`src/rtl/scan_pkg.sv`:
```
`default_nettype none
// ============================================================================
// Module      : scan_pkg
// Description : Shared scan-ID toggle interface types and default parameters.
// Revision    : 1.0 - initial release
// ============================================================================
package scan_pkg;

    typedef enum logic {
        IDLE = 1'b0,
        HOLD = 1'b1
    } scan_tx_state_t;

    localparam int SCAN_MIN_HOLD = 4;
    localparam int SCAN_PEND_W   = 4;
    localparam int SCAN_CNT_W    = 8;

    // Width of a down-counter that must hold values 0..min_hold.
    function automatic int scan_hold_w(input int min_hold);
        return $clog2(min_hold + 1);
    endfunction

endpackage
`default_nettype wire

```
`src/rtl/scan_hold_timer.sv`:
```
`default_nettype none
// ============================================================================
// Module      : scan_hold_timer
// Description : Loadable down-counter that keeps scan_id stable between toggles.
// Revision    : 1.0 - initial release
// ============================================================================
module scan_hold_timer
    import scan_pkg::*;
#(
    parameter int MIN_HOLD = SCAN_MIN_HOLD,
    parameter int HOLD_W   = scan_hold_w(MIN_HOLD)
) (
    input  logic              clk,
    input  logic              rst_n,
    input  logic              load,
    output logic [HOLD_W-1:0] count,
    output logic              expired
);

    localparam logic [HOLD_W-1:0] c_LOAD_VAL = HOLD_W'(MIN_HOLD - 1);

    logic [HOLD_W-1:0] r_count;

    always_ff @(posedge clk or negedge rst_n) begin
        if (!rst_n) begin
            r_count <= '0;
        end else if (load) begin
            r_count <= c_LOAD_VAL;
        end else if (r_count != '0) begin
            r_count <= r_count - 1'b1;
        end
    end

    assign count   = r_count;
    assign expired = (r_count == '0);

endmodule
`default_nettype wire

```
`src/rtl/scan_id_toggle_tx.sv`:
```
`default_nettype none
// ============================================================================
// Module      : scan_id_toggle_tx
// Description : Queues request pulses and sends each one as a held toggle on scan_id.
// Revision    : 1.0 - initial release
// ============================================================================
module scan_id_toggle_tx
    import scan_pkg::*;
#(
    parameter int MIN_HOLD = SCAN_MIN_HOLD,
    parameter int PEND_W   = SCAN_PEND_W,
    parameter int CNT_W    = SCAN_CNT_W
) (
    input  logic              clk,
    input  logic              rst_n,
    input  logic              req_valid,
    output logic              req_ready,
    input  logic              clr,
    output logic              scan_id,
    output logic [PEND_W-1:0] pend_cnt,
    output logic              busy,
    output logic [CNT_W-1:0]  tx_count,
    output logic              ovf
);

    localparam int                c_HOLD_W   = scan_hold_w(MIN_HOLD);
    localparam logic [PEND_W-1:0] c_PEND_MAX = {PEND_W{1'b1}};

    scan_tx_state_t     r_state;
    scan_tx_state_t     w_state_next;
    logic [PEND_W-1:0]  r_pend;
    logic [PEND_W-1:0]  w_pend_next;
    logic               r_scan_id;
    logic [CNT_W-1:0]   r_tx_count;
    logic               r_ovf;
    logic [c_HOLD_W-1:0] w_hold_cnt;
    logic               w_hold_expired;
    logic               w_accept;
    logic               w_toggle;

    assign req_ready = (r_pend != c_PEND_MAX);
    assign w_accept  = req_valid & req_ready;
    // A flush suppresses the toggle so the flushed queue cannot leak one event.
    assign w_toggle  = w_hold_expired & (r_pend != '0) & ~clr;

    scan_hold_timer #(
        .MIN_HOLD (MIN_HOLD),
        .HOLD_W   (c_HOLD_W)
    ) u_hold_timer (
        .clk     (clk),
        .rst_n   (rst_n),
        .load    (w_toggle),
        .count   (w_hold_cnt),
        .expired (w_hold_expired)
    );

    always_comb begin
        w_pend_next = r_pend;
        if (clr) begin
            w_pend_next = {{(PEND_W-1){1'b0}}, w_accept};
        end else begin
            w_pend_next = r_pend + PEND_W'(w_accept) - PEND_W'(w_toggle);
        end
    end

    always_comb begin
        w_state_next = r_state;
        if (w_toggle) begin
            w_state_next = (MIN_HOLD > 1) ? HOLD : IDLE;
        end else if (w_hold_cnt <= c_HOLD_W'(1)) begin
            w_state_next = IDLE;
        end
    end

    always_ff @(posedge clk or negedge rst_n) begin
        if (!rst_n) begin
            r_state    <= IDLE;
            r_pend     <= '0;
            r_scan_id  <= 1'b0;
            r_tx_count <= '0;
            r_ovf      <= 1'b0;
        end else begin
            r_state <= w_state_next;
            r_pend  <= w_pend_next;
            if (w_toggle) begin
                r_scan_id  <= ~r_scan_id;
                r_tx_count <= r_tx_count + 1'b1;
            end
            if (req_valid & ~req_ready) begin
                r_ovf <= 1'b1;
            end
        end
    end

    assign scan_id  = r_scan_id;
    assign pend_cnt = r_pend;
    assign tx_count = r_tx_count;
    assign ovf      = r_ovf;
    assign busy     = (r_pend != '0) | (r_state == HOLD);

endmodule
`default_nettype wire

```
`config.mk`:
```
export PLATFORM = sky130hd
export DESIGN_NAME = scan_id_toggle_tx
export DESIGN_NICKNAME = d
export VERILOG_FILES = /design/src/rtl/scan_pkg.sv /design/src/rtl/scan_hold_timer.sv /design/src/rtl/scan_id_toggle_tx.sv
export SDC_FILE = /design/constraint.sdc
export NUM_CORES = 1
export LEC_CHECK = 0
export BUFFER_PORTS_ARGS = -buffer_cell sky130_fd_sc_hd__clkbuf_2
export CAP_MARGIN = 20
export CORE_ASPECT_RATIO = 0.9
export CORE_MARGIN = 2
export CORE_UTILIZATION = 50
export DETAILED_ROUTE_END_ITERATION = 10
export PLACE_DENSITY = 0.74
export REMOVE_ABC_BUFFERS = 1
export SYNTH_ARGS = -nofsm -noshare
export SYNTH_HDL_FRONTEND = slang
export SYNTH_HIERARCHICAL = 1
export SYNTH_SLANG_ARGS = --single-unit
```
`constraint.sdc`:
```
create_clock -name clk -period 2.9 [get_ports clk]
set_clock_uncertainty 0.1 [all_clocks]
set_input_delay 0.725 -clock clk [delete_from_list [all_inputs] [get_ports clk]]
set_output_delay 0.725 -clock clk [all_outputs]
set_load 0.02 [all_outputs]
```
### Word level (Yosys, flattened, before mapping)

Cells that the tools add are included.

* muxes and demuxes: 5
* reductions and logical operators: 5
* $lt $le $gt $ge: 1
* $add $sub $neg: 4
* equality and inequality tests: 1
* bitwise gates (word level): 8

Operators with widths (count)
* 8-bit by 1-bit adder with 8-bit output (second input constant): 1
* 3-bit two-way mux: 2
* 4-bit by 1-bit adder with 4-bit output: 1
* 1-bit AND: 4
* 4-bit two-way mux: 1
* 4-bit != test (second input constant): 1
* 2-bit nonzero test: 2
* 4-bit nonzero test: 1
* 4-bit by 1-bit subtractor with 4-bit output: 1
* 3-bit by 1-bit <= comparator with 1-bit output (second input constant): 1
* 3-bit zero test: 1
* 1-bit inverter: 3
* 3-bit nonzero test: 1
* 3-bit by 1-bit subtractor with 3-bit output (second input constant): 1
* 1-bit two-way mux: 2
* 1-bit bitwise OR: 1

* input port bits: 4
* word-level logic and storage cells: 30
* output and inout port bits: 16
* register bits: 18

### Longest topological paths before layout

* word-level depth: 5
* depth in mapped cells: 10
* mapped depth without buffers: 10

### Modules after synthesis

Netlist, hierarchy kept.

By module, submodules not included
* scan_id_toggle_tx: cells an instance 67, instances 1, area an instance 814.5 sq um, seq. area each 375.4 sq um
* scan_hold_timer: cells an instance 17, instances 1, area an instance 181.4 sq um, seq. area each 75.1 sq um

### Worst setup path after synthesis

OpenSTA, ideal clock, no wires.

* path type: register to register
* from: register r_pend[2] (netlist: pend_cnt[2])
* to: register r_pend[3] (netlist: pend_cnt[3])
* period minus slack after synthesis: 2.656 ns
* slack: 0.244 ns
* stages on the path, launching flop included: 11
* arrival time: 2.431 ns
* buffers on the path: 0
* setup time: 0.125 ns
* required time: 2.675 ns
* cells stage by stage: dfrtp_1 -> inv_1 -> ha_1 -> nor3b_4 -> nor3b_4 -> ha_1 -> inv_1 -> ha_1 -> a21o_1 -> a21oi_1 -> mux2_2

* longest elaborated chain between the ends: 5
* elaborated cells between the ends (all ways): 8
* those cells by class: add/sub (2); eq/ne (1); mux (1); bitwise (3); reduce/logical (1)

Ends and longest elaborated chain
* start: declaration: RTL line scan_id_toggle_tx.sv:31 `logic [PEND_W-1:0] r_pend;`
* start signal: assignment: RTL line scan_id_toggle_tx.sv:84 `r_pend <= w_pend_next;`
* 4-bit != test / 4-bit nonzero test (equally long branches): RTL line scan_id_toggle_tx.sv:41, scan_id_toggle_tx.sv:44
* 1-bit AND, on equally long branches: RTL line scan_id_toggle_tx.sv:42, scan_id_toggle_tx.sv:44
* 4-bit by 1-bit adder with 4-bit output / 1-bit AND (equally long branches): RTL line scan_id_toggle_tx.sv:62, scan_id_toggle_tx.sv:44
* 4-bit by 1-bit subtractor with 4-bit output *: RTL line scan_id_toggle_tx.sv:62 `w_pend_next = r_pend + PEND_W'(w_accept) - PEND_W'(w_toggle);`
* 4-bit two-way mux *: RTL line scan_id_toggle_tx.sv:59 `if (clr) begin`
* named net w_pend_next[3]: RTL line scan_id_toggle_tx.sv:32 `logic [PEND_W-1:0] w_pend_next;`

The timed path passes the listed nets; every way through them passes the cells marked *.
A chain may end at the register's enable or synchronous reset.

### Final worst setup path

* from: register r_pend[2] (netlist: pend_cnt[2])
* to: output port busy

* longest elaborated chain between the ends: 2

Ends and longest elaborated chain
* 4-bit nonzero test: RTL line scan_id_toggle_tx.sv:99 `assign busy = (r_pend != '0) | (r_state == HOLD);`
* 1-bit bitwise OR: RTL line scan_id_toggle_tx.sv:99
* end: declaration: RTL line scan_id_toggle_tx.sv:21 `output logic busy,`

No other way between the ends.

==> results.yml <==
outcome:
  status: "completed"
flow_run:
  max-cap-violations: 0
timing:
  relSlewSlack_pct: 70.82
  rsz0062_at_grt: "false"
  tns_ps: 0
  fmax_mhz: 390.6
  tightest_slew_ps: 437.7
  period_share_pct: 88.28
  hold_viol_final: 0
  fin_crit_ps: 2560
  drv_slew: 0
  setup_viol: 0
global_route:
  grt_max_degree: 19
  antenna_found_initial: 0
  grt_pass1_wl_um: 3001
  grt_pass1_vias: 670
  grtUsageTotal_pct: 17.77
  grt_overflow_total: 0
synth:
  ys_warn_count: 6
  yosysMostFrequentCell: "dfrtp_1"
  yosysUniqueCellTypes: 29
  synth_largest_area_cell: "dfrtp_1"
  yosysTopAreaCellShare_pct: 45.23
  async_reset_ff_share_pct: 100.0
  yosys-top-cells-count: "dfrtp_1, ha_1, inv_1"
  synthCells: 84
  synth-edff-count: 0
  ys_ff_latch: 18
  synth.avg_cell_area_sq_um: 11.86
  synthesis.area_sq_um: 996.0
  yosys-top-cells-area: "dfrtp_1, ha_1, xor2_1"
  yosysSeqAreaShare_pct: 45.23
  synthFlopType: "dfrtp_1"
cts:
  cts_hold_buf: 0
  clkSinkCount: 18
  clk_pin_slew_worst_paths_ps: 100
  cts_setup_buffers: 0
  cts_buffers: 3
  clk_latency_ps: 290
  htreeDepth: 1
  cts_resized: 0
  clock_path_buffers: 2
  root_buffer: "clkbuf_4"
  cts_tree: "built"
setup_path:
  cp-end-kind: "primary output"
  required_ps: 2080
  critPathKind: "register to primary output"
  worstSetupStartpoint: "pend_cnt[2]$_DFF_PN0_"
  crit_arrival_ps: 1740
  reg2reg_from: "u_hold_timer/count[0]$_DFFE_PN0P_"
  path_max_fanout: 7
  cp-start-kind: "register"
detailed_routing:
  route.met2.wl_um: 873
  wl_per_cell_um: 12.50
  ant_nets: 0
  wl_um: 1663
  dr.pass1.iters: 4
  drt_iter0_drc: 6
  vias: 667
  drt-met1-wl_um: 695
  viasPerCell: 5.015
  highest-signal-layer: "met4"
  drc: 0
  wl_met3_um: 86
final_layout:
  fin_nets: 123
  drive_above_1_share_pct: 31.48
  area.growth.synth_to_final_pct: 16.71
  antenna_cells: 0
floorplanning:
  core_sq_mm: 0.001896
  rows: 15
  die-area_sq_mm: 0.002365
  initial_core_util_pct: 52.54
  fp.dieH_um: 46.34
  fp.dieW_um: 51.05
  io_pins: 20
power:
  powerDensity_mw_per_mm2: 926.3
  p_leak_nw: 0.6251
  worst_ir_drop_vdd_v: 0.0006115
  total_power_mw: 1.077
min_path:
  hold_path_class: "input port to asynchronous set/reset pin"
placement:
  hpwl_um: 1315
  routabilityCongestion: 0.7535
  io_buffer_count: 19
## cells by family after synthesis
group                      synth area share (%)
AOI/OAI and AO/OA                         4.271
xor gates and xnor gates                  7.915
adders and majority gates                 13.32
buffers and inverters                     4.146
DFF                                       45.23
muxes                                     4.648
and+or+nand+nor                           20.48
## layer usage
layer,vias up,track usage (%)
li1,331,-
met1,317,20.53
met2,17,31.95
met3,2,5.844
met4,0,4.865
met5,-,0
## sequential cells by signal, summed over array words and instances (netlist names)
| signal | cells |
|---|---|
| tx_count | 8 |
| u_hold_timer/count | 3 |
| pend_cnt | 4 |
| scan_id | 1 |
| r_state | 1 |
| ovf | 1 |
## power breakdown
part / internal [mW] / switching, mW / total (mW)
logic: 0.246 / 0.266 / 0.512
registers: 0.332 / 0.0804 / 0.412
clock network: 0.0765 / 0.0760 / 0.152
## path summary, 6_finish.rpt
path | to | slack (ps) | cells past startpoint
setup reg to reg | pend_cnt[3]$_DFF_PN0_ | 440 | 10
setup / recovery | busy | 340 | 6
max in group asynchronous | scan_id$_DFFE_PN0P_ | 2150 | 1
hold reg to reg | tx_count[7]$_DFFE_PN0P_ | 370 | 1
hold / removal | pend_cnt[0]$_DFF_PN0_ | 250 | 1
min in group clk | tx_count[7]$_DFFE_PN0P_ | 370 | 1
## cell type report
| type | count | area (sq um) |
|---|---|---|
| Clock buffer | 4 | 36.28 |
| Fill cell | 176 | 733.2 |
| Inverter | 8 | 30.03 |
| Multi-Input combinational cell | 57 | 504.2 |
| Sequential cell | 18 | 450.4 |
| Tap cell | 25 | 31.28 |
| Timing Repair Buffer | 21 | 110.1 |
## layout by cell type (no fill, tap or decap), drive strengths merged
master and count:
and2b 1, xnor2 2, ha 9, or2b 2, mux2i 2, fa 1
inv 8, or3b 1, mux2 2, dfrtp 18, and4b 1, nor2 5
a21o 1, buf 2, nand3b 2, and4bb 2, a21oi 2, nand3 2
o21ai 2, a41o 1, nand2b 1, nor3b 2, nor3 2, nor2b 4
clkbuf 23, nand2 2, xor2 7, nand4 1
## critical path: stages, from the launching register on
cell and delay (ps):
dfrtp_1 410, inv_1 100, ha_1 160, nor3b_4 240, buf_4 180, or2b_1 220
clkbuf_2 150
## metrics by stage
| stage | hold slack [ps] | cells | instance area [sq um] | setup slack, ps | utilization, % |
|---|---|---|---|---|---|
| after floorplan | 329.4 | 83 | 984.7 | 244.2 | - |
| after global placement | 351.0 | 129 | 1126 | 456.1 | 59.41 |
| after detailed placement | 359.5 | 129 | 1126 | 377.2 | 59.41 |
| after CTS | 262.9 | 133 | 1162 | 320.9 | 61.32 |
| after global routing | 271.9 | 133 | 1162 | 196.0 | 61.32 |
| final | 251.1 | 133 | 1162 | 339.8 | 61.32 |
(Power assumes the default switching activity.)
